===== config.mk =====
export PLATFORM = sky130hd
export DESIGN_NAME = snake_move_ctrl
export DESIGN_NICKNAME = d
export VERILOG_FILES = /design/src/rtl/snake_move_ctrl.sv
export SDC_FILE = /design/constraint.sdc
export NUM_CORES = 1
export LEC_CHECK = 0
export ABC_AREA = 1
export BUFFER_PORTS_ARGS = -buffer_cell sky130_fd_sc_hd__buf_2
export CAP_MARGIN = 10
export CORE_MARGIN = 10
export CORE_UTILIZATION = 24
export DETAILED_ROUTE_END_ITERATION = 10
export PLACE_DENSITY = 0.5
export SYNTH_ARGS = -nofsm -noshare
export SYNTH_HDL_FRONTEND = slang
export SYNTH_SLANG_ARGS = --single-unit

===== constraint.sdc =====
create_clock -name clk -period 3.48 [get_ports clk]
set_input_delay 0.87 -clock clk [delete_from_list [all_inputs] [get_ports clk]]
set_output_delay 0.87 -clock clk [all_outputs]
set_load 0.01 [all_outputs]

===== src/rtl/snake_move_ctrl.sv =====
// Snake head movement controller: 2-deep turn queue, per-tick head advance, wall death.
// Define SNAKE_WRAP_EN to make the head wrap around the grid edges instead of dying.
module snake_move_ctrl #(
  parameter int GRID_W  = 40,
  parameter int GRID_H  = 30,
  parameter int START_X = 20,
  parameter int START_Y = 15,
  parameter int CW      = 6
) (
  input  logic          clk,
  input  logic          rst,
  input  logic          tick,
  input  logic          start,
  input  logic          btn_up,
  input  logic          btn_right,
  input  logic          btn_down,
  input  logic          btn_left,
  output logic [CW-1:0] head_x,
  output logic [CW-1:0] head_y,
  output logic [1:0]    dir,
  output logic          moved,
  output logic          running,
  output logic          game_over
);

  typedef enum logic [1:0] {ST_IDLE, ST_RUN, ST_DEAD} state_t;

  localparam logic [1:0] D_UP    = 2'b00;
  localparam logic [1:0] D_RIGHT = 2'b01;
  localparam logic [1:0] D_DOWN  = 2'b10;
  localparam logic [1:0] D_LEFT  = 2'b11;

  localparam logic [CW-1:0] X_START = CW'(START_X);
  localparam logic [CW-1:0] Y_START = CW'(START_Y);
  localparam logic [CW-1:0] X_MAX   = CW'(GRID_W - 1);
  localparam logic [CW-1:0] Y_MAX   = CW'(GRID_H - 1);
  localparam logic [CW-1:0] ONE     = CW'(1);

  state_t        state_q, state_d;
  logic [CW-1:0] head_x_q, head_x_d, head_y_q, head_y_d;
  logic [1:0]    dir_q, dir_d;
  logic [1:0]    q0_q, q0_d, q1_q, q1_d;
  logic [1:0]    cnt_q, cnt_d;
  logic          moved_q, moved_d, running_q, running_d, game_over_q, game_over_d;

  logic          cand_vld, pop, push;
  logic [1:0]    cand, ref_dir, nxt_dir;
  logic [CW-1:0] nx, ny;
`ifndef SNAKE_WRAP_EN
  logic          wall;
`endif

  always_comb begin
    cand_vld = btn_up | btn_right | btn_down | btn_left;
    if (btn_up)         cand = D_UP;
    else if (btn_right) cand = D_RIGHT;
    else if (btn_down)  cand = D_DOWN;
    else                cand = D_LEFT;

    // Turns are validated against the last direction the snake will have taken.
    ref_dir = (cnt_q == 2'd2) ? q1_q : (cnt_q == 2'd1) ? q0_q : dir_q;
    pop     = tick && (cnt_q != 2'd0);
    nxt_dir = pop ? q0_q : dir_q;
    push    = cand_vld && (cand != ref_dir) && (cand != (ref_dir ^ 2'b10)) &&
              ((cnt_q != 2'd2) || pop);

    nx = head_x_q;
    ny = head_y_q;
    case (nxt_dir)
      D_UP:    ny = (head_y_q == '0)    ? Y_MAX : head_y_q - ONE;
      D_RIGHT: nx = (head_x_q == X_MAX) ? '0    : head_x_q + ONE;
      D_DOWN:  ny = (head_y_q == Y_MAX) ? '0    : head_y_q + ONE;
      default: nx = (head_x_q == '0)    ? X_MAX : head_x_q - ONE;
    endcase
`ifndef SNAKE_WRAP_EN
    wall = ((nxt_dir == D_UP)    && (head_y_q == '0))    ||
           ((nxt_dir == D_RIGHT) && (head_x_q == X_MAX)) ||
           ((nxt_dir == D_DOWN)  && (head_y_q == Y_MAX)) ||
           ((nxt_dir == D_LEFT)  && (head_x_q == '0));
`endif

    state_d  = state_q;
    head_x_d = head_x_q;
    head_y_d = head_y_q;
    dir_d    = dir_q;
    q0_d     = q0_q;
    q1_d     = q1_q;
    cnt_d    = cnt_q;
    moved_d  = 1'b0;

    case (state_q)
      ST_RUN: begin
        if (tick) begin
          dir_d = nxt_dir;
`ifdef SNAKE_WRAP_EN
          head_x_d = nx;
          head_y_d = ny;
          moved_d  = 1'b1;
`else
          if (wall) begin
            state_d = ST_DEAD;
          end else begin
            head_x_d = nx;
            head_y_d = ny;
            moved_d  = 1'b1;
          end
`endif
        end
        // Pop sees the pre-push queue; a same-edge push lands behind the shifted entry.
        case ({pop, push})
          2'b10: begin
            q0_d  = q1_q;
            cnt_d = cnt_q - 2'd1;
          end
          2'b01: begin
            if (cnt_q == 2'd0) q0_d = cand;
            else               q1_d = cand;
            cnt_d = cnt_q + 2'd1;
          end
          2'b11: begin
            if (cnt_q == 2'd1) begin
              q0_d = cand;
            end else begin
              q0_d = q1_q;
              q1_d = cand;
            end
          end
          default: ;
        endcase
      end
      default: begin
        if (start) begin
          state_d  = ST_RUN;
          head_x_d = X_START;
          head_y_d = Y_START;
          dir_d    = D_RIGHT;
          cnt_d    = 2'd0;
        end
      end
    endcase

    running_d   = (state_d == ST_RUN);
    game_over_d = (state_d == ST_DEAD);
  end

  always_ff @(posedge clk or posedge rst) begin
    if (rst) begin
      state_q     <= ST_IDLE;
      head_x_q    <= X_START;
      head_y_q    <= Y_START;
      dir_q       <= D_RIGHT;
      q0_q        <= D_UP;
      q1_q        <= D_UP;
      cnt_q       <= 2'd0;
      moved_q     <= 1'b0;
      running_q   <= 1'b0;
      game_over_q <= 1'b0;
    end else begin
      state_q     <= state_d;
      head_x_q    <= head_x_d;
      head_y_q    <= head_y_d;
      dir_q       <= dir_d;
      q0_q        <= q0_d;
      q1_q        <= q1_d;
      cnt_q       <= cnt_d;
      moved_q     <= moved_d;
      running_q   <= running_d;
      game_over_q <= game_over_d;
    end
  end

  assign head_x    = head_x_q;
  assign head_y    = head_y_q;
  assign dir       = dir_q;
  assign moved     = moved_q;
  assign running   = running_q;
  assign game_over = game_over_q;

endmodule


---- Word-level counts from Yosys, hierarchy flattened ----
Cells that the tools add are included.
word-level totals
  output and inout bits ................... 17
  register bits ........................... 25
  logic and storage cells ................. 110
cells by class
  reduce and logical (&&, ||, !) cells .... 27
  mux-type cells .......................... 39
  add/subtract/negate cells ............... 6
  equality and inequality tests ........... 24
  bitwise operators ....................... 4
operators with widths
  kind                                                                      number
  6-bit two-way mux                                                         12
  2-bit two-way mux                                                         18
  6-bit one-hot mux with 2 select lines                                     2
  2-bit inequality test (second input constant)                             7
  6-bit by 1-bit adder with 6-bit output (second input constant)            2
  2-bit == test (second input constant)                                     6
  6-bit zero test                                                           2
  4-bit AND reduction                                                       3
  6-bit by 1-bit subtractor with 6-bit output (second input constant)       2
  2-bit by 1-bit == test with 1-bit output (second input constant)          5
  1-bit logical AND                                                         8
  2-bit one-hot mux with 2 select lines                                     2
  6-bit by 5-bit == test with 1-bit output (second input constant)          1
  6-bit == test (second input constant)                                     1
  2-bit one-hot mux with 3 select lines                                     1
  2-bit nonzero test                                                        3
  2-bit zero test                                                           2
  1-bit logical OR                                                          4
  1-bit two-way mux                                                         4
  2-bit inequality test                                                     2
  2-bit AND reduction                                                       2
  3-bit by 1-bit inequality test with 1-bit output (second input constant)  1
  3-bit inequality test (second input constant)                             1
  1-bit bitwise OR                                                          3
  other kinds (6)                                                           6

---- Logic depth before layout (Yosys ltp) ----
Gate-level depths: netlist (run 1).
  depth after elaboration ................. 12
  gate-level depth with buffers ........... 15
  depth with buffers taken out ............ 14

---- Worst setup path after synthesis (run 1) ----
Ideal clock, no wire load.
  path kind ............................... input-to-reg
  start ................................... input btn_right
  end ..................................... register cnt_q[1]
  required time ........................... 3.363 ns
  setup time .............................. 0.117 ns
  stages .................................. 9
  setup slack ............................. 1.571 ns
  arrival time ............................ 1.792 ns
  buffers on the path ..................... 0
  cell sequence ........................... inv_1 > a21oi_1 > nand3_1 > nand3_1 > nand2_1 > nand3_1 > nand2_1 > nand2_1 > nand2_1
on the way
  cells in the longest elaborated chain, start to end .. 9
  elaborated cells between the ends (all ways) .. 16
  classes of those cells .................. eq/ne (5); mux (4); bitwise (3); reduce/logical (4)
ends and longest elaborated chain
  what                                                                                                              line    text
  from (decl)                                                                                                       15      input logic btn_right,
  2-bit two-way mux / 1-bit bitwise OR (equally long branches)                                                      56, 54
  2-bit two-way mux / 1-bit bitwise OR (equally long branches)                                                      55, 54
  2-bit inequality test / 1-bit bitwise OR (equally long branches)                                                  64, 54
  1-bit logical AND                                                                                                 64      push = cand_vld && (cand != ref_dir) && (cand != (ref_dir ^ 2'b10)) &&
  1-bit logical AND * (2 in series)                                                                                 64
  2-bit by 1-bit == test with 1-bit output / 2-bit == test (equally long branches)                                  110     case ({pop, push})
  2-bit one-hot mux with 2 select lines / 3-bit by 1-bit inequality test with 1-bit output (equally long branches)  n/a
  2-bit two-way mux / 2-bit AND reduction (equally long branches)                                                   n/a
  to (signal assigned)                                                                                              165     cnt_q <= cnt_d;
  to (decl)                                                                                                         43      logic [1:0] cnt_q, cnt_d;
Mark *: on every way between the ends. The rest lies on a longest branch, timed or not.
A chain may end at the register's enable or synchronous reset.

---- Worst setup path in the final report (run 1) ----
  start ................................... register cnt_q[0]
  end ..................................... register head_x_q[3], in the netlist head_x[3]
on the way
  cells in the longest elaborated chain, start to end .. 10
  elaborated cells between the ends (all ways) .. 22
  classes of those cells .................. eq/ne (5); mux (5); reduce/logical (12)
ends and longest elaborated chain
  what                                                                                           line  text
  2-bit nonzero test *                                                                           62    pop = tick && (cnt_q != 2'd0);
  1-bit logical AND *                                                                            62
  2-bit two-way mux *                                                                            63    nxt_dir = pop ? q0_q : dir_q;
  parallel branches: the longest is 7 deep, another holds 6-bit one-hot mux with 2 select lines  n/a
  to (signal assigned)                                                                           149   head_x_q <= X_START;
  to (signal assigned)                                                                           160   head_x_q <= head_x_d;
  to (decl)                                                                                      40    logic [CW-1:0] head_x_q, head_x_d, head_y_q, head_y_d;
Mark *: on every way between the ends. The select of a mux whose other input is x is not followed.

==> flow_summary.ini, run 1 <==
[run_status]
outcome = finished, final reports clean

[timing]
worstMarginPinSlew_ns = 0.975
slew_headroom = 0.349
rsz0062_at_grt = false
setup_viol = 0
fin_crit_ns = 2.22
final-hold-violation-count = 0
fin_hold_ws_ns = 0.491
fmaxAchievable_ghz = 0.451
slew_violations = 0
clock_skew_ns = 0.00329
period_share = 0.638
fin_setup_tns_ns = 0

[synthesis]
synth_warnings = 0
synthTopCellsByArea = dfrtp_1 (22%), nand2_1 (14%), dfstp_2 (9.0%)
synth-seq-cells = 25
synth-seq-area-share = 0.310
synth_area_um2 = 2050
synth_nets = 313
yosysUniqueCellTypes = 33
yosysTopAreaCellShare = 0.220
avgSynthCellArea_um2 = 6.93
synthCells = 295
synth_area_leader_cell = dfrtp_1

[min_path]
holdPathStages = 1
hold_class = register to register
hold_start = state_q[0]
min_to = game_over

[critical_path]
end_kind = register
reg2reg_slack_ns = 1.26
crit_required_ns = 3.68
setup.worst_path.class = register to register
slowest_delay_ns = 0.40
r2r_start = cnt_q[0]
worst_r2r_endpoint = head_x[3]
crit_top_cell = nand2_2
cpMaxStageDelayCell = dfrtp_1
rr_worst_depth = 13
cp.arrival_ns = 2.42
crit_chain = inv_1 > ha_1 > inv_1 > nand2_4 > nand2_1 > nand2_2 > nand2_1 > nand2_2 > nand2_4 > nand2_2 > nand2_2 > nand2_1 > o21ai_2
startpoint_type = register
worstPathMaxFanout = 12

[floorplanning]
die_y_um = 112
start_util = 0.248
core-area_um2 = 8260
dieArea_um2 = 12600
fp.dieW_um = 112
io_pins = 25
rows = 33

[global_route]
grt_max_degree = 26
grt_pass1_wl_um = 8480
grtUsageTotal = 0.0778
grt_antenna_before_repair = 0
grt_overflow = 0
grt_pass1_vias = 1826

[clock_network]
ctsResizeCount = 0
cts_root_buf = clkbuf_8
path_clk_slew_ns = 0.09
cts_tree = built
htreeDepth = 1
clockBufferDepth = 2
cts_buffers = 3
clk_latency_ns = 0.26
cts_sinks = 25
postCtsSetupBuffers = 0
ctsHoldBuffers = 0

[final_layout]
multiInputGateArea_um2 = 1240
final_cells = 423
final_nets = 337
fill_cells = 922
seq_area_um2 = 634
fin_util = 0.280
syn2layout_area_growth_pct = 13.1
n_antenna_cell = 0
drive_gt1_frac = 0.204

[drt]
drc = 0
vias = 1915
antenna_left = 0
avgViaCountPerCell = 4.53
first_pass_iters = 5
finalWirelength_um = 4960
drt_first_iter_violations = 91
wl_per_cell_um = 11.7

[power_and_ir_drop]
power.total_w = 0.00249
leakagePower_nw = 1.17
p_per_area_nw_per_um2 = 1080
vdd_drop_max_mv = 0.296

[placed_design]
place_congestion = 0.806
numPortBuffers = 24
dp.cells = 419
hpwlAfterDp_um = 3940

[job]
maxCapViolCount = 0
[per-stage QoR]
step	cell area, um^2	setup WS, ns
floorplan	2050	1.57
global placement	2270	1.07
detailed placement	2270	1.02
CTS	2310	1.25
global route	2310	1.02
finish	2310	1.26
[worst max-delay path by stage]
stage / slack, ns / end / startpoint / cells after the start
after floorplan: 1.57 / cnt_q[1] / btn_right / 9
after global placement: 1.07 / head_x[3] / tick / 12
after detailed placement: 1.02 / head_x[3] / tick / 12
after CTS: 1.25 / head_x[3] / cnt_q[0] / 13
after global routing: 1.02 / head_y[1] / cnt_q[0] / 12
final: 1.26 / head_x[3] / cnt_q[0] / 13
[layout by cell type (no fill, tap or decap), drive strengths merged]
cell type,count
nor2,31
buf,24
o31ai,1
dfstp,7
o22ai,1
nand3,35
o21a,1
clkbuf,4
xor2,9
o211ai,1
nand4,6
nor3,5
nand2,92
dfrtp,18
o21ai,19
or2,2
inv,39
xnor2,1
a21oi,10
nand3b,2
ha,10
[registers in the layout (all words and copies together), names as in the netlist]
| name | cells |
|---|---|
| head_x | 6 |
| head_y | 6 |
| cnt_q | 2 |
| dir | 2 |
| q0_q | 2 |
| q1_q | 2 |
| state_q | 2 |
| game_over | 1 |
| moved | 1 |
| running | 1 |
[where the power goes]
group | switching (W) | total, W | internal, W
sequential | 0.000195 | 0.000664 | 0.000469
clock | 0.0000890 | 0.000171 | 0.0000818
combinational | 0.00105 | 0.00166 | 0.000607
total | 0.00133 | 0.00249 | 0.00116
[logic make-up (layout without fill, tap and decap cells)]
family / Yosys count / in the layout / share of synthesized area
and+or+nand+nor: 173 / 173 / 0.397
buffers and inverters: 44 / 67 / 0.0856
AOI/OAI and AO/OA: 33 / 33 / 0.103
DFF: 25 / 25 / 0.310
adders and majority gates: 10 / 10 / 0.0612
xor gates and xnor gates: 10 / 10 / 0.0428
[cell usage after synthesis]
cell type  number
o21ai_4         1
or2_1           1
o21ai_0        12
o21a_1          1
ha_1           10
inv_1          36
nor2_4          2
nor2_2          1
nor2_1         28
nand2_4         2
o22ai_1         1
a21oi_2         1
o31ai_1         1
dfrtp_1        18
nand3_1        33
nor3_1          5
clkbuf_1        2
dfstp_2         7
a21oi_1         9
nand2_2        11
buf_2           2
nand4_4         1
nand3_2         2
o21ai_2         6
xor2_1          9
inv_2           3
buf_6           1
nand2_1        79
nand4_1         5
or2_2           1
nand3b_1        2
o211ai_1        1
xnor2_1         1
[critical path, delay by kind of cell (launching register included)]
family                   cells  cell delay [ns]
AND/OR/NAND/NOR              9             1.24
adder cells (fa/ha/maj)      1             0.25
buffers and inverters        2             0.20
flip-flops                   1             0.40
AO/OA/AOI/OAI                1             0.06
[final cells by class]
cell class                      instances  share of cell area
Tap cell                              105              0.0568
Multi-Input combinational cell        226               0.534
Timing Repair Buffer                   24              0.0519
Inverter                               39              0.0633
Sequential cell                        25               0.274
Clock buffer                            4              0.0195
[metal layers]
metal	up-vias	GRT usage	part of all wire
met5	-	0	0
met4	0	0.0186	0.0081
met3	2	0.0176	0.040
met2	37	0.134	0.48
met1	887	0.0953	0.47
li1	989	-	-
(Power assumes the default switching activity.)
==> inputs of run 2 (changes only) <==
==> constraint.sdc (replaced) <==
create_clock -name clk -period 2.3 [get_ports clk]
set_input_delay 0.575 -clock clk [delete_from_list [all_inputs] [get_ports clk]]
set_output_delay 0.575 -clock clk [all_outputs]
set_load 0.01 [all_outputs]
==> run 2 against run 1 <==
Wire length increased by 2.0%. Clock-buffer cell count unchanged. Maximum frequency increased by 12%. Hold slack got worse by 0.14 ns. Cell area increased by 1.5%. Critical path depth decreased by 1. Total power increased by 54%. Setup slack got worse by 0.94 ns. Via count decreased by 1.4%. Critical path type unchanged. Highest routed layer unchanged.
==> flow_summary.ini, run 2 (synthesis results as in run 1) <==
[min_path]
hold_class = input pin to async pin

[timing]
fmaxAchievable_ghz = 0.504
worstMarginPinSlew_ns = 0.423
fin_setup_tns_ns = 0
slew_headroom = 0.718
fin_crit_ns = 1.98
slew_violations = 0
clock_skew_ns = 0.000932
final-hold-violation-count = 0
rsz0062_at_grt = false
setup_viol = 0
period_share = 0.862

[clock_network]
postCtsSetupBuffers = 0
ctsHoldBuffers = 0
path_clk_slew_ns = 0.09
cts_buffers = 3
clockBufferDepth = 2
htreeDepth = 1
cts_root_buf = clkbuf_8
cts_tree = built
clk_latency_ns = 0.27
cts_sinks = 25

[power_and_ir_drop]
power.share.clock = 0.069
seqPwrFrac = 0.257
p_per_area_nw_per_um2 = 1640
p_int_w = 0.00179
leakagePower_nw = 1.19
p_sw_frac = 0.534
p_sw_w = 0.00205
combPwrFrac = 0.674
power.total_w = 0.00384
vdd_drop_max_mv = 0.453

[final_layout]
syn2layout_area_growth_pct = 14.8
n_antenna_cell = 0
stdcell_area_um2 = 2350
final_nets = 341
layout_common_cells = nand2_1 (79), inv_1 (36), nand3_1 (33)
final_common_cell = nand2_1
drive_gt1_frac = 0.214
final_cells = 427

[critical_path]
reg2reg_slack_ns = 0.32
startpoint_type = register
end_kind = register
cp.arrival_ns = 2.15
rr_worst_depth = 12
setup.worst_path.class = register to register
worstPathMaxFanout = 9
worst_r2r_endpoint = head_y[4]
r2r_start = cnt_q[0]
crit_path_start = cnt_q[0]
crit_required_ns = 2.47

[drt]
drc = 0
first_pass_iters = 4
drt_first_iter_violations = 144
avgViaCountPerCell = 4.42
finalWirelength_um = 5060
antenna_left = 0
wl_per_cell_um = 11.9
vias = 1888

[floorplanning]
fp.dieW_um = 112
start_util = 0.248
core-area_um2 = 8260
dieArea_um2 = 12600
rows = 33
die_y_um = 112
io_pins = 25

[global_route]
grt_overflow = 0
grtUsageTotal = 0.0834
grt_antenna_before_repair = 0
grt_pass1_wl_um = 9120
grt_pass1_vias = 1820
grt_max_degree = 26

[run_status]
outcome = finished, final reports clean

[job]
maxCapViolCount = 0

[placed_design]
hpwlAfterDp_um = 4000
place_congestion = 0.788
numPortBuffers = 24
placed_area_um2 = 2300
dp.cells = 423
-- run 2: timing repair --
action                                  4_1_cts  5_1_grt
resized for setup                             0        1
hold endpoints to repair                      0        0
endpoints found under the setup margin        0        1
-- run 2: worst max-delay path by stage --
stage                endpoint  cells past startpoint
global placement    head_x[3]                     13
global route         cnt_q[1]                     13
finish              head_y[4]                     12
CTS                 head_x[3]                     13
floorplan           head_x[0]                     14
detailed placement  head_x[3]                     13
-- run 2: metal layers --
metal | share of wire | vias to the layer above | routed length (um) | global-route usage
li1 | - | 994 | - | -
met1 | 0.49 | 862 | 2490 | 0.111
met2 | 0.47 | 27 | 2360 | 0.135
met3 | 0.033 | 5 | 166 | 0.0160
met4 | 0.010 | 0 | 51 | 0.0203
met5 | 0 | - | 0 | 0
-- run 2: power groups by stage --
stage	Combinational, W	Sequential [W]	Clock [W]
after global routing	0.00302	0.00103	0.000300
after floorplan	0.00200	0.000970	0
final	0.00259	0.000988	0.000265
after detailed placement	0.00259	0.000995	0
after CTS	0.00261	0.000990	0.000276
after global placement	0.00259	0.00100	0
-- run 2: metrics by stage --
stage	setup WS, ns	utilization	hold WS (ns)
CTS	0.207	0.284	0.357
finish	0.318	0.284	0.351
global route	0.0699	0.284	0.375
detailed placement	0.234	0.278	0.467
global placement	0.270	0.278	0.478
floorplan	0.522	-	0.446
-- run 2: final cells by class --
cell class	instances	area (um^2)
Clock buffer	4	45.0
Fill cell	925	5910
Inverter	39	146
Multi-Input combinational cell	226	1240
Sequential cell	25	634
Tap cell	105	131
Timing Repair Buffer	28	150
-- run 2: critical path: stages, from the launching register on --
cell	delay, ns
dfrtp_1	0.40
inv_1	0.08
ha_1	0.25
inv_1	0.13
nand2_4	0.11
o21ai_4	0.21
nand3_2	0.12
nand2_1	0.09
inv_2	0.06
nand4_4	0.10
nand2_1	0.17
nand2_1	0.10
nand2_1	0.05
==> inputs of run 3 (changes only) <==
--- a/config.mk
+++ b/config.mk
@@ -9,9 +9,10 @@
 export BUFFER_PORTS_ARGS = -buffer_cell sky130_fd_sc_hd__buf_2
 export CAP_MARGIN = 10
 export CORE_MARGIN = 10
-export CORE_UTILIZATION = 24
+export CORE_UTILIZATION = 58
+export CTS_CLUSTER_SIZE = 30
 export DETAILED_ROUTE_END_ITERATION = 10
-export PLACE_DENSITY = 0.5
+export PLACE_DENSITY = 0.9
 export SYNTH_ARGS = -nofsm -noshare
 export SYNTH_HDL_FRONTEND = slang
 export SYNTH_SLANG_ARGS = --single-unit
==> run 3 against run 2 <==
Clock power fell by 26%. Hold slack lost 0.077 ns. Largest power group unchanged. Via count increased by 4.5%. Cell area decreased by 3.9%. Total power shrank 1.3%. Combinational power about the same. Global-route usage rose by 7.3 points. Critical path depth decreased by 1. Cell count shrank 14%. Die area shrank 50%. Register-to-register slack got worse by 0.03 ns. Largest cell class unchanged. Sequential power down 1%.
==> flow_summary.ini, run 3 (synthesis results as in run 1) <==
[run_status]
outcome = finished, final reports clean

[clock_network]
postCtsSetupBuffers = 0
ctsResizeCount = 0
htreeDepth = 1
ctsHoldBuffers = 0
cts_sinks = 25
cts_root_buf = clkbuf_4
clk_latency_ns = 0.32
path_clk_slew_ns = 0.14
clockBufferDepth = 2
cts_buffers = 3
cts_tree = built

[final_layout]
stdcell_area_um2 = 2260
fill_cells = 306
layout_common_cells = nand2_1 (79), inv_1 (36), nand3_1 (33)
final_cells = 368
multiInputGateArea_um2 = 1240
fin_util = 0.671
seq_area_um2 = 634
drive_gt1_frac = 0.217
syn2layout_area_growth_pct = 10.3
final_common_cell = nand2_1
final_nets = 341
n_antenna_cell = 0

[placed_design]
dp.cells = 364
placed_area_um2 = 2220
place_congestion = 0.933
hpwlAfterDp_um = 3670
numPortBuffers = 24

[critical_path]
cp.arrival_ns = 2.27
slowest_delay_ns = 0.43
crit_top_cell = nand2_1
crit_required_ns = 2.56
crit_path_start = cnt_q[0]
startpoint_type = register
cpMaxStageDelayCell = dfrtp_1
crit_chain = inv_1 > ha_1 > inv_1 > or2_2 > nand3_1 > nand3_1 > nand2_1 > nand3_1 > nand2_1 > nand2_1 > nand2_1
r2r_start = cnt_q[0]
end_kind = register
worstPathMaxFanout = 6
setup.worst_path.class = register to register

[power_and_ir_drop]
p_int_w = 0.00173
power.share.clock = 0.052
leakagePower_nw = 1.18
seqPwrFrac = 0.257
p_sw_frac = 0.543
p_sw_w = 0.00206
combPwrFrac = 0.691
vdd_drop_max_mv = 0.998
p_per_area_nw_per_um2 = 1680

[global_route]
grt_pass1_vias = 2025
grtUsageTotal = 0.157
grt_pass1_wl_um = 8400
grt_overflow = 0
grt_max_degree = 26
grt_antenna_before_repair = 0

[timing]
worstMarginPinSlew_ns = 0.413
setup_viol = 0
slew_violations = 0
rsz0062_at_grt = false
clock_skew_ns = 0.00696
slew_headroom = 0.724
final-hold-violation-count = 0
fin_crit_ns = 2.01
fmaxAchievable_ghz = 0.497
fin_setup_tns_ns = 0
period_share = 0.874

[floorplanning]
dieArea_um2 = 6300
io_pins = 25
start_util = 0.608
die_y_um = 79.4
rows = 21
core-area_um2 = 3360
fp.dieW_um = 79.4

[drt]
drt_first_iter_violations = 99
vias = 1973
antenna_left = 0
first_pass_iters = 4
wl_per_cell_um = 12.9
finalWirelength_um = 4730
avgViaCountPerCell = 5.36
drc = 0

[job]
maxCapViolCount = 0

[min_path]
hold_class = input pin to async pin
-- run 3: cell count changes in the layout (fill, tap and decap cells not counted), sizes merged --
cell | previous run | this run
clkinv | 0 | 1
clkbuf | 4 | 3
-- run 3: final timing paths --
kind / endpoint / slack [ns] / cells after the start
setup / recovery: cnt_q[0] / 0.29 / 11
hold / removal: state_q[0] / 0.27 / 3
setup reg to reg: cnt_q[0] / 0.29 / 11
hold reg to reg: game_over / 0.50 / 1
max in group asynchronous: dir[0] / 1.72 / 3
min in group clk: game_over / 0.49 / 2
-- run 3: power groups by stage --
| stage | combinational, W | clock [W] | sequential [W] |
|---|---|---|---|
| 6_report | 0.00262 | 0.000196 | 0.000975 |
| 5_1_grt | 0.00300 | 0.000221 | 0.00101 |
| 4_1_cts | 0.00261 | 0.000204 | 0.000967 |
| 3_5_place_dp | 0.00259 | 0 | 0.000974 |
| 3_3_place_gp | 0.00251 | 0 | 0.000966 |
| 2_1_floorplan | 0.00200 | 0 | 0.000970 |
-- run 3: layout make-up --
class / count / share of cell area
Clock buffer: 3 / 0.00998
Sequential cell: 25 / 0.281
Timing Repair Buffer: 28 / 0.0665
Tap cell: 46 / 0.0255
Inverter: 39 / 0.0649
Multi-Input combinational cell: 226 / 0.550
Clock inverter: 1 / 0.00222
-- run 3: metal layers --
layer,wire (um),vias to the layer above,global-route usage
met5,0,-,0
met4,142,0,0.0878
met3,389,18,0.0383
met2,2190,81,0.263
met1,2020,881,0.177
li1,-,993,-
-- run 3: critical path: cells and delay by family (launching register included) --
kind	cells	cell delay, ns
simple gates	8	1.19
fa+ha+maj	1	0.19
buf+inv	2	0.15
flops	1	0.43
-- run 3: metrics by stage --
step / power (W) / worst slack [ns] / hold slack, ns
floorplan: 0.00297 / 0.522 / 0.446
global placement: 0.00347 / 0.353 / 0.468
detailed placement: 0.00356 / 0.210 / 0.478
CTS: 0.00378 / 0.178 / 0.279
global route: 0.00423 / 0.0540 / 0.270
finish: 0.00379 / 0.289 / 0.274
